### config.mk
export PLATFORM = sky130hd
export DESIGN_NAME = uart_rx
export DESIGN_NICKNAME = d
export VERILOG_FILES = /design/src/rtl/uart_pkg.sv /design/src/rtl/uart_rx_sync.sv /design/src/rtl/uart_rx.sv
export SDC_FILE = /design/constraint.sdc
export NUM_CORES = 1
export LEC_CHECK = 0
export ABC_AREA = 1
export BUFFER_PORTS_ARGS = -buffer_cell sky130_fd_sc_hd__buf_4
export CAP_MARGIN = 20
export CORE_ASPECT_RATIO = 1.25
export CORE_MARGIN = 2
export CORE_UTILIZATION = 40
export CTS_CLUSTER_DIAMETER = 30
export DETAILED_ROUTE_END_ITERATION = 8
export GPL_TIMING_DRIVEN = 0
export PLACE_DENSITY = 0.67
export SKIP_LAST_GASP = 1
export SLEW_MARGIN = 20
export SYNTH_ARGS = -nofsm -noshare
export SYNTH_HDL_FRONTEND = slang
export SYNTH_SLANG_ARGS = --single-unit
### constraint.sdc
create_clock -name UART_RX_CLOCK_50 -period 1.65 [get_ports UART_RX_CLOCK_50]
set_clock_uncertainty 0.15 [all_clocks]
set_input_delay 0.0825 -clock UART_RX_CLOCK_50 [delete_from_list [all_inputs] [get_ports UART_RX_CLOCK_50]]
set_output_delay 0.0825 -clock UART_RX_CLOCK_50 [all_outputs]
set_load 0.05 [all_outputs]
### src/rtl/uart_pkg.sv
// Shared UART definitions: FSM state encodings and default link parameters.
// Used by uart_rx and any sibling UART blocks.
package uart_pkg;

  localparam int CLOCK_PER_BIT_DEFAULT = 434;  // 50 MHz / 115200 Bd
  localparam int DATAWIDTH_BUS_DEFAULT = 8;

  typedef enum logic [2:0] {
    IDLE      = 3'b000,
    START     = 3'b001,
    DATA      = 3'b010,
    PARITY    = 3'b011,
    STOP      = 3'b100,
    WAIT_HIGH = 3'b101
  } uart_state_e;

endpackage

### src/rtl/uart_rx_sync.sv
// Two-flop synchronizer for a single asynchronous input; both flops reset to 1
// so an idle-high line never produces a false edge out of reset.
module uart_rx_sync (
  input  logic UART_RX_SYNC_CLOCK_50,
  input  logic UART_RX_SYNC_RESET_InHigh,
  input  logic UART_RX_SYNC_async,
  output logic UART_RX_SYNC_sync
);

  logic meta_q;

  always_ff @(posedge UART_RX_SYNC_CLOCK_50) begin
    if (UART_RX_SYNC_RESET_InHigh) begin
      meta_q            <= 1'b1;
      UART_RX_SYNC_sync <= 1'b1;
    end else begin
      // NOTE: non-blocking assignments make the two flops a real shift chain;
      // blocking ones would collapse them into a single stage.
      meta_q            <= UART_RX_SYNC_async;
      UART_RX_SYNC_sync <= meta_q;
    end
  end

endmodule

### src/rtl/uart_rx.sv
// UART receiver: 8N1 by default; define UART_RX_PARITY_EN to add an even-parity
// bit after the data bits and the UART_RX_parityError_Out status port.
module uart_rx
  import uart_pkg::*;
#(
  parameter int CLOCK_PER_BIT = CLOCK_PER_BIT_DEFAULT,
  parameter int DATAWIDTH_BUS = DATAWIDTH_BUS_DEFAULT,
  parameter int STATE_SIZE    = 3
) (
  input  logic                     UART_RX_CLOCK_50,
  input  logic                     UART_RX_RESET_InHigh,
  input  logic                     UART_RX_rx_In,
  output logic [DATAWIDTH_BUS-1:0] UART_RX_data_Out,
  output logic                     UART_RX_newData_Out,
  output logic                     UART_RX_frameError_Out,
`ifdef UART_RX_PARITY_EN
  output logic                     UART_RX_parityError_Out,
`endif
  output logic                     UART_RX_busy_Out
);

  localparam int H  = CLOCK_PER_BIT / 2;
  localparam int CW = $clog2(CLOCK_PER_BIT);
  localparam int BW = $clog2(DATAWIDTH_BUS + 1);

  logic                     rx_sync, rx_s;
  logic [STATE_SIZE-1:0]    state_q, state_d;
  logic [CW-1:0]            cnt_q;
  logic [BW-1:0]            bit_cnt_q;
  logic [DATAWIDTH_BUS-1:0] shift_q;
  logic                     cnt_clr, shift_en, deliver, frame_bad, bit_end;
`ifdef UART_RX_PARITY_EN
  logic                     par_en, par_pend_q;
`endif

  uart_rx_sync u_sync (
    .UART_RX_SYNC_CLOCK_50    (UART_RX_CLOCK_50),
    .UART_RX_SYNC_RESET_InHigh(UART_RX_RESET_InHigh),
    .UART_RX_SYNC_async       (UART_RX_rx_In),
    .UART_RX_SYNC_sync        (rx_sync)
  );

  // One extra stage keeps the FSM decision off the synchronizer output and
  // places START entry three edges after the line is first captured.
  always_ff @(posedge UART_RX_CLOCK_50) begin
    if (UART_RX_RESET_InHigh) rx_s <= 1'b1;
    else                      rx_s <= rx_sync;
  end

  assign bit_end = (cnt_q == CW'(CLOCK_PER_BIT - 1));

  always_ff @(posedge UART_RX_CLOCK_50) begin
    if (UART_RX_RESET_InHigh) state_q <= IDLE;
    else                      state_q <= state_d;
  end

  always_comb begin
    // NOTE: every output of this block gets a default first, so no path can
    // leave a signal unassigned and infer a latch.
    state_d   = state_q;
    cnt_clr   = 1'b0;
    shift_en  = 1'b0;
    deliver   = 1'b0;
    frame_bad = 1'b0;
`ifdef UART_RX_PARITY_EN
    par_en    = 1'b0;
`endif
    case (state_q)
      IDLE: begin
        cnt_clr = 1'b1;
        if (!rx_s) state_d = START;
      end
      START: begin
        if (cnt_q == CW'(H - 1)) begin
          cnt_clr = 1'b1;
          state_d = rx_s ? IDLE : DATA;  // high at mid-start: glitch
        end
      end
      DATA: begin
        if (bit_end) begin
          cnt_clr  = 1'b1;
          shift_en = 1'b1;
          if (bit_cnt_q == BW'(DATAWIDTH_BUS - 1))
`ifdef UART_RX_PARITY_EN
            state_d = PARITY;
`else
            state_d = STOP;
`endif
        end
      end
`ifdef UART_RX_PARITY_EN
      PARITY: begin
        if (bit_end) begin
          cnt_clr = 1'b1;
          par_en  = 1'b1;
          state_d = STOP;
        end
      end
`endif
      STOP: begin
        if (bit_end) begin
          cnt_clr = 1'b1;
          if (rx_s) begin
            deliver = 1'b1;
            state_d = IDLE;
          end else begin
            frame_bad = 1'b1;
            state_d   = WAIT_HIGH;
          end
        end
      end
      WAIT_HIGH: begin
        cnt_clr = 1'b1;
        if (rx_s) state_d = IDLE;
      end
      default: begin
        cnt_clr = 1'b1;
        state_d = IDLE;
      end
    endcase
  end

  always_ff @(posedge UART_RX_CLOCK_50) begin
    if (UART_RX_RESET_InHigh) begin
      cnt_q                  <= '0;
      bit_cnt_q              <= '0;
      shift_q                <= '0;
      UART_RX_data_Out       <= '0;
      UART_RX_newData_Out    <= 1'b0;
      UART_RX_frameError_Out <= 1'b0;
      UART_RX_busy_Out       <= 1'b0;
`ifdef UART_RX_PARITY_EN
      par_pend_q              <= 1'b0;
      UART_RX_parityError_Out <= 1'b0;
`endif
    end else begin
      cnt_q <= cnt_clr ? '0 : cnt_q + CW'(1);
      if (state_q == IDLE) bit_cnt_q <= '0;
      else if (shift_en)   bit_cnt_q <= bit_cnt_q + BW'(1);
      if (shift_en) shift_q <= {rx_s, shift_q[DATAWIDTH_BUS-1:1]};  // LSB first
      UART_RX_newData_Out <= deliver;
      if (deliver) UART_RX_data_Out <= shift_q;
      if (deliver || frame_bad) UART_RX_frameError_Out <= frame_bad;
      UART_RX_busy_Out <= (state_d != IDLE);
`ifdef UART_RX_PARITY_EN
      if (par_en) par_pend_q <= rx_s ^ (^shift_q);
      if (deliver || frame_bad) UART_RX_parityError_Out <= par_pend_q;
`endif
    end
  end

endmodule
==> run metrics, run 1 <==
outcome=complete, no violations; vias in the first global route=1322; RSZ-0062 raised after global routing=yes; Final Hold Vio Count=0; Synth cell types=24; complex-gate fraction of the synthesized area=7.698%; core box area=4034 µm²; H-tree Lvls=2; Synth area leaders=dfxtp_1 (46%), nand2_1 (10%), inv_1 (8.2%); wire per inst=10.79 µm; syn avg cell area=7.468 µm²; Hold Path Class=register to register; Antenna Cells=0; FFs w/ async S/R, synth=0%; vias per cell=4.670; die width=61.58 µm; CTS Buf Count=5; CP endpoint kind=register; Final ANT Viol Nets=0; headroom to the max-slew limit=61.41%; mapped cell area=1658 µm²; CTS sink cnt=38; register area share after synthesis=45.89%; final worst setup slack=0.03715 ns; syn_nets=229; initial antenna violation count=0; Clk Latency, worst-skew pair=0.29 ns; Synth top area share=45.89%; Post-synth top cells=nand2_1 (46), dfxtp_1 (38), inv_1 (36); setup tns final=0 ns; largest family of logic cells by synthesized area=simple AND/OR/NAND/NOR gates; adder-cell share of the synthesized area=3.019%; Initial Util=41.10%; fin area=2128 µm²; CTS tree=done; Main synth FF type=dfxtp_1; die height=75.98 µm; Power Density=898.6 nW/µm²; Port Buf Inserts=13; first-pass iteration count of the detailed router=4; Post-Synthesis Cells=222; pre-CTS WS=-0.05995 ns; CP required=1.67 ns; maximum clock frequency=620.0 MHz; die area=4679 µm²; fin crit share=97.75%; Overall Global Routing Usage=15.08%; P_leak=0.8929 nW; slew of the pin with the lowest slew margin=0.5789 ns; layout cells sized above 1=23.32%; Final Util=52.76%; DRC=0; first-pass GRT wire length=5.437 mm; max-capacitance violation count=0; HPWL after detailed placement=2.234 mm; Post-synth EDFFs=0; largest area contributor in the netlist=dfxtp_1; root buffer cell=clkbuf_8; post-layout min period=1.613 ns; global route overflow=0; maximum fanout along the worst path=6; RD Place Congestion=0.7715; yosys warns=0; Net count, final=259; final cell count without fillers=309; fin. max-slew vios=0; Ports=14; cell area after placement=1826 µm²; total power draw=1.912 mW; Arr. time, crit path=1.63 ns; Setup Viol. Count Final=0; Layout area overhead=28.38%; WS Path Type=input pin to register; Routed WL=3.333 mm; Synth Area in XOR/XNOR=3.698%; Worst Hold Margin=0.2619 ns; number of synthesized register bits=38; clk slew on worst S/H paths=0.07 ns; Worst Setup Start Kind=input pin; maximum clock insertion buffer count=2; Filler cells=407; Placed Cells incl. Taps=291; pin count of the biggest net entering global routing=14; cells on worst reg2reg path=10; initial DRC count=57; via count=1443; multiplexer share of the synthesized area=0%; Worst Hold Depth=1; number of core rows=26; Synth Area in Simple Gates=30.34%; worst vdd ir=788.8 µV; most common cell in the netlist=nand2_1
-- final cells by class --
cell class	instances	area, µm²	area share [%]
plain buffers	3	12.51	0.5879
flip-flops and latches	38	765.7	35.98
multi-input cells	144	810.8	38.10
repair buffers	22	188.9	8.877
inverters	38	142.6	6.702
well taps	56	70.07	3.292
clock inverters	3	68.82	3.233
clock buffers	5	68.82	3.233
-- path summary, 6_finish.rpt --
kind / slack [ns] / end / from
hold / removal: 0.26 / u_sync.UART_RX_SYNC_sync / u_sync.meta_q
hold reg to reg: 0.26 / u_sync.UART_RX_SYNC_sync / u_sync.meta_q
setup reg to reg: 0.05 / UART_RX_data_Out[7] / cnt_q[1]
setup / recovery: 0.04 / u_sync.meta_q / UART_RX_RESET_InHigh
-- critical path: stages --
cell and delay, ns:
dlygate4sd3_1 0.54, buf_4 0.17, or2_2 0.29, dlygate4sd3_1 0.55
-- layer usage --
metal  up-vias  track usage, %  part of all wire (%)
met5         -               0                     0
met4         0           5.319                   1.6
met3         6           4.754                   3.2
met2        22           25.16                    51
met1       663           17.50                    44
li1        752               -                     -
-- where the power goes --
group          switching (mW)  internal [mW]
Combinational          0.0315         0.0195
Clock                   0.333          0.606
Sequential            0.00301          0.920
Total                   0.367           1.55
-- logic make-up after synthesis --
| kind of cell | after synthesis |
|---|---|
| AND/OR/NAND/NOR | 107 |
| adder cells (fa/ha/maj) | 4 |
| XOR/XNOR | 7 |
| flip-flops | 38 |
| AO/OA/AOI/OAI | 25 |
| buffers and inverters | 41 |
-- timing repair --
item                                    CTS  global route
cloned                                    0             1
setup buffers                             4             2
endpoints found under the setup margin   11            27
pin swaps                                 2            12
hold endpoints to repair                 11             0
hold buffers                              3             0
resized for setup                         6            17
-- sequential cells by signal (all words and copies together), names as in the netlist --
register / count
u_sync.meta_q: 1
rx_s: 1
UART_RX_busy_Out: 1
UART_RX_frameError_Out: 1
state_q: 3
UART_RX_newData_Out: 1
shift_q: 8
cnt_q: 9
bit_cnt_q: 4
u_sync.UART_RX_SYNC_sync: 1
UART_RX_data_Out: 8
-- layout by cell type (no fill, tap or decap), types with 2 or more instances in the layout --
master,n
inv_1,33
nor3_1,4
a21oi_1,13
inv_2,4
bufinv_16,2
nand2_1,44
nor2_4,2
buf_4,17
nand3_2,6
nor2_1,19
nor2_2,5
dlygate4sd3_1,3
nand4_1,2
nand2_2,4
nand3_1,16
ha_1,3
clkbuf_8,5
xor2_1,6
or2_2,3
dfxtp_1,36
o21ai_0,9
clkbuf_1,2
Power figures use the tool's default switching activity.
==> run 2, diff against run 1 <==
Settings changed: CTS_BUF_LIST set to sky130_fd_sc_hd__clkbuf_2, SETUP_SLACK_MARGIN set to 0.3.
==> run metrics, run 2 (synthesis results as in run 1) <==
outcome=complete, no violations; CTS Buf Count=5 (unchanged); Net count, final=261 (+0.77%); net switching power=362.4 µW (-1.3%); Worst Setup Start Kind=register; maximum fanout along the worst path=5 (-1); Worst R2R Start=cnt_q[1]; worst vdd ir=587.8 µV (-25%); first-pass iteration count of the detailed router=4 (unchanged); CP required=1.84 ns (+0.17 ns); Hold Path Class=input pin to register; Sw Ratio=23.21% (+4.0 points); Slowest-stage cell, CP=dfxtp_2; vias in the first global route=1389 (+5.1%); vias per cell=4.633 (-0.78%); fin. max-slew vios=0 (unchanged); max-capacitance violation count=0 (unchanged); setup tns final=0 ns (unchanged); RSZ-0062 raised after global routing=yes; core box area=4034 µm² (unchanged); Most flops, register=cnt_q; CP endpoint kind=register; initial antenna violation count=0 (unchanged); Antenna Cells=0 (unchanged); maximum clock frequency=621.5 MHz (+0.24%); critical-path cell list=inv_2 > ha_4 > nand2_4 > inv_2 > nand2_2 > nor2_4 > buf_4 > a21oi_4 > nand3_4 > nor2_2; DRC=0 (unchanged); Initial Util=41.10% (unchanged); clock share of power=37.2% (-12 points); slowest stage delay, CP=0.37 ns (-0.18 ns); maximum clock insertion buffer count=2 (unchanged); commonest non-fill, non-tap cell in the layout=nand2_1; CTS sink cnt=38 (unchanged); Layout area overhead=31.77%; slew of the pin with the lowest slew margin=0.4225 ns (-0.1564 ns); HPWL after detailed placement=2.196 mm (-1.7%); Arr. time, crit path=1.80 ns (+0.17 ns); pin count of the biggest net entering global routing=14 (unchanged); Final Hold Vio Count=0 (unchanged); initial DRC count=59 (+3.5%); Ports=14 (unchanged); total power draw=1.562 mW (-18%); Setup Viol. Count Final=0 (unchanged); Power Density=714.8 nW/µm² (-20%); commonest non-fill, non-tap cells in the layout=nand2_1 (42), dfxtp_1 (33), inv_1 (33), buf_4 (19), nand3_1 (18); register area=772.0 µm² (+0.82%); clk slew on worst S/H paths=0.20 ns (+0.13 ns); die width=61.58 µm (unchanged); WS Path Type=register to register; global route overflow=0 (unchanged); Critical Path Most Common Cell=inv_2; post-layout min period=1.609 ns (-0.003931 ns); Bufs and invs on worst path=3 (unchanged); first-pass GRT wire length=5.989 mm (+10%); max reg flops=9 (unchanged); Filler cells=408 (+0.25%); Worst setup startpoint=cnt_q[1]; P_leak=0.9098 nW (+1.9%); wire per inst=11.15 µm (+3.4%); headroom to the max-slew limit=71.83% (+10 points); H-tree Lvls=2 (unchanged); Int Power=1.199 mW (-22%); hold_sp=UART_RX_rx_In; number of core rows=26 (unchanged); fin crit share=97.51% (-0.24 points); die area=4679 µm² (unchanged); largest registers=cnt_q: 9 flops, UART_RX_data_Out: 8 flops, shift_q: 8 flops; Clk Latency, worst-skew pair=0.39 ns (+0.10 ns); area occupied by multi-input gates=904.6 µm² (+12%); die height=75.98 µm (unchanged); Overall Global Routing Usage=16.35% (+1.3 points); Final ANT Viol Nets=0 (unchanged); layout cells sized above 1=33.33% (+10 points); CTS tree=done; critical path's top delay family=simple AND/OR/NAND/NOR gates; RD Place Congestion=0.7686 (-0.38%); Routed WL=3.469 mm (+4.1%); Seq pwr share=59.2% (+11 points); Comb power frac=3.6% (+0.9 points); root buffer cell=clkbuf_2; Port Buf Inserts=13 (unchanged); via count=1441 (-0.14%)
-- run 2: cell count changes in the layout (fill, tap and decap cells not counted), moves of 3 or more --
cell	delta
dfxtp_1	-3
o21ai_2	+3
a21oi_2	+9
nand3_2	-4
o21ai_0	-8
a21oi_1	-10
o21ai_1	+5
clkbuf_2	+7
nor2_2	+4
nor2_1	-5
clkbuf_8	-5
-- run 2: repair_timing --
action,4_1_cts,5_1_grt
setup buffers,7,1
endpoints found under the setup margin,34,35
cloned,2,0
hold endpoints to repair,23,0
hold buffers,2,0
gates resized for setup,22,34
pin swaps,7,9
-- run 2: path summary, 6_finish.rpt --
path	end	slack, ns	cells past startpoint
worst min register to register	rx_s	0.29	1
worst min-delay path	u_sync.meta_q	0.27	3
worst max-delay path	cnt_q[8]	0.04	10
worst max register to register	cnt_q[8]	0.04	10
-- run 2: power by group through the flow --
stage | clock network, mW | logic [mW] | registers (mW)
3_3_place_gp | 0 | 0.0400 | 0.945
5_1_grt | 0.634 | 0.0620 | 0.926
3_5_place_dp | 0 | 0.0406 | 0.945
6_report | 0.580 | 0.0563 | 0.925
4_1_cts | 0.603 | 0.0486 | 0.925
2_1_floorplan | 0 | 0.0233 | 0.947
-- run 2: final cells by class --
| type | instances | area share [%] |
|---|---|---|
| Multi-Input combinational cell | 144 | 41.41 |
| Tap cell | 56 | 3.207 |
| Inverter | 38 | 6.529 |
| Clock buffer | 5 | 1.145 |
| Buffer | 3 | 0.9737 |
| Timing Repair Buffer | 24 | 9.393 |
| Clock inverter | 3 | 2.005 |
| Sequential cell | 38 | 35.34 |
-- run 2: metrics by stage --
stage	util, %	setup WS [ns]	hold WS, ns	cells	area (µm²)
finish	54.16	0.04108	0.2732	311	2185
global route	54.16	-0.05759	0.2431	311	2185
floorplan	-	0.1863	0.007164	222	1680
CTS	51.33	0.07438	0.2477	310	2071
detailed placement	45.81	0.006500	0.1231	291	1848
global placement	45.81	0.01657	0.1193	291	1848
-- run 2: worst min-delay path: stages --
cell and delay [ns]:
dlygate4sd3_1 0.53, buf_4 0.09, or2_2 0.08
-- run 2: layer usage --
layer  vias to the layer above  wire [µm]  part of all wire [%]  global-route usage, %
li1                        763          -                     -                      -
met1                       650       1558                    45                  20.64
met5                         -          0                     0                      0
met3                         4        109                   3.1                  3.905
met2                        24       1755                    51                  26.11
met4                         0         45                   1.3                  6.383
==> run 3, diff against run 2 <==
Settings changed: CORE_ASPECT_RATIO 1.25 to unset.
==> run metrics, run 3 (synthesis results as in run 1) <==
outcome=complete, no violations; global route overflow=0 (unchanged); RSZ-0062 raised after global routing=yes; GR Layer Usage met2=26.92% (+0.82 points); Layout area overhead=33.58%; fin area=2215 µm² (+1.4%); Worst Hold Margin=0.2445 ns (-0.02865 ns); clk slew on worst S/H paths=0.22 ns (+0.02 ns); slowest stage delay, CP=0.51 ns (+0.14 ns); die area=4676 µm² (about the same); number of core rows=23 (-12%); first-pass iteration count of the detailed router=4 (unchanged); max reg flops=9 (unchanged); cell area after placement=1841 µm² (-0.41%); met1 Resource Use GR=18.79% (-1.9 points); Worst Setup Start Kind=register; core box area=4000 µm² (-0.84%); CP endpoint kind=register; Hold Path Class=register to register; CP required=1.80 ns (-0.04 ns); slew of the pin with the lowest slew margin=0.3611 ns (-0.06138 ns); post-layout min period=1.642 ns (+0.03269 ns); Final Hold Vio Count=0 (unchanged); HPWL after detailed placement=2.212 mm (+0.73%); Arr. time, crit path=1.79 ns (about the same); commonest non-fill, non-tap cell in the layout=nand2_1; max-capacitance violation count=0 (unchanged); Routed WL=3.678 mm (+6.0%); Initial Util=41.45% (+0.35 points); Port Buf Inserts=13 (unchanged); wire per inst=11.94 µm (+7.1%); Setup Viol. Count Final=0 (unchanged); area occupied by multi-input gates=878.3 µm² (-2.9%); vias in the first global route=1285 (-7.5%); Antenna Cells=0 (unchanged); fin crit share=99.49% (+2.0 points); root buffer cell=clkbuf_2; critical-path cell list=inv_2 > nor2_2 > nand2_2 > nor2_4 > buf_4 > nand2_4 > nor2_2 > nand2_1 > nand2_1 > nor2_1; H-tree Lvls=2 (unchanged); vias per cell=4.718 (+1.8%); largest registers=cnt_q: 9 flops, UART_RX_data_Out: 8 flops, shift_q: 8 flops; maximum clock frequency=609.2 MHz (-2.0%); worst vdd ir=356.5 µV (-39%); die height=68.38 µm (-10%); Clk Latency, worst-skew pair=0.40 ns (about the same); CTS sink cnt=38 (unchanged); Filler cells=355 (-13%); maximum fanout along the worst path=6 (+1); layout cells sized above 1=34.50% (+1.2 points); CTS Buf Count=5 (unchanged); met3 Usage GRT=4.770% (+0.86 points); maximum clock insertion buffer count=2 (unchanged); RD Place Congestion=0.8229 (+7.1%); pin count of the biggest net entering global routing=14 (unchanged); Final ANT Viol Nets=0 (unchanged); commonest non-fill, non-tap cells in the layout=nand2_1 (40), dfxtp_1 (32), inv_1 (29), buf_4 (21), nor2_1 (17); Ports=14 (unchanged); headroom to the max-slew limit=75.84% (+4.0 points); Most flops, register=cnt_q; P_leak=0.9546 nW (+4.9%); Net count, final=264 (+1.1%); Power Density=778.9 nW/µm² (+9.0%); Overall Global Routing Usage=16.15% (-0.20 points); busiest layer in global routing=met2; via count=1453 (+0.83%); WS Path Type=register to register; DRC=0 (unchanged); die width=68.38 µm (+11%); first-pass GRT wire length=5.540 mm (-7.5%); Slowest-stage cell, CP=dfxtp_1; initial antenna violation count=0 (unchanged); CTS tree=done; register area=773.2 µm² (+0.16%); fin. max-slew vios=0 (unchanged); initial DRC count=81 (+37%)
## run 3: layer usage
| layer | vias up | routed length [µm] |
|---|---|---|
| li1 | 760 | - |
| met1 | 654 | 1641 |
| met2 | 30 | 1803 |
| met3 | 9 | 140 |
| met4 | 0 | 93 |
| met5 | - | 0 |
## run 3: critical path: cells and delay by family, from the launching register on
kind / cells / cell delay (ns)
buffers and inverters: 2 / 0.22
flip-flops: 1 / 0.51
AND/OR/NAND/NOR: 8 / 0.66
## run 3: area by class of cell
class | count | area share (%)
tap | 50 | 2.825
timing repair buffer | 27 | 10.68
clock buffer | 5 | 1.130
multi-input combinational | 144 | 39.66
clock inverter | 3 | 3.107
inverter | 38 | 6.554
buffer | 3 | 1.130
sequential | 38 | 34.92
## run 3: through the flow
stage          util, %  worst slack (ns)  power, mW  std cells    TNS [ns]
2_1_floorplan        -            0.1863     0.9705        222           0
3_3_place_gp     46.01        -0.0004099     0.9854        285  -0.0004099
3_5_place_dp     46.01          0.006542     0.9865        285           0
4_1_cts          50.89           0.05838      1.726        302           0
5_1_grt          55.36          -0.07473      1.771        308     -0.7016
6_report         55.36          0.008394      1.725        308           0
## run 3: worst paths after layout
check	from	end	slack, ns	depth (start not counted)
setup reg to reg	cnt_q[7]	bit_cnt_q[2]	0.008	10
setup / recovery	cnt_q[7]	bit_cnt_q[2]	0.008	10
hold reg to reg	u_sync.meta_q	u_sync.UART_RX_SYNC_sync	0.24	1
hold / removal	u_sync.meta_q	u_sync.UART_RX_SYNC_sync	0.24	1
## run 3: what timing repair did
item                       CTS  global route
hold endpoints to repair    21             0
setup endpoints to repair   35            35
buffers inserted             6             5
hold buffers                 2             0
pin swaps                   10            19
resized for setup           11            46
gates cloned                 1             1
## run 3: report_power, final
group | internal, mW | switching, mW
Clock | 0.411 | 0.333
Combinational | 0.0205 | 0.0356
Sequential | 0.922 | 0.00329
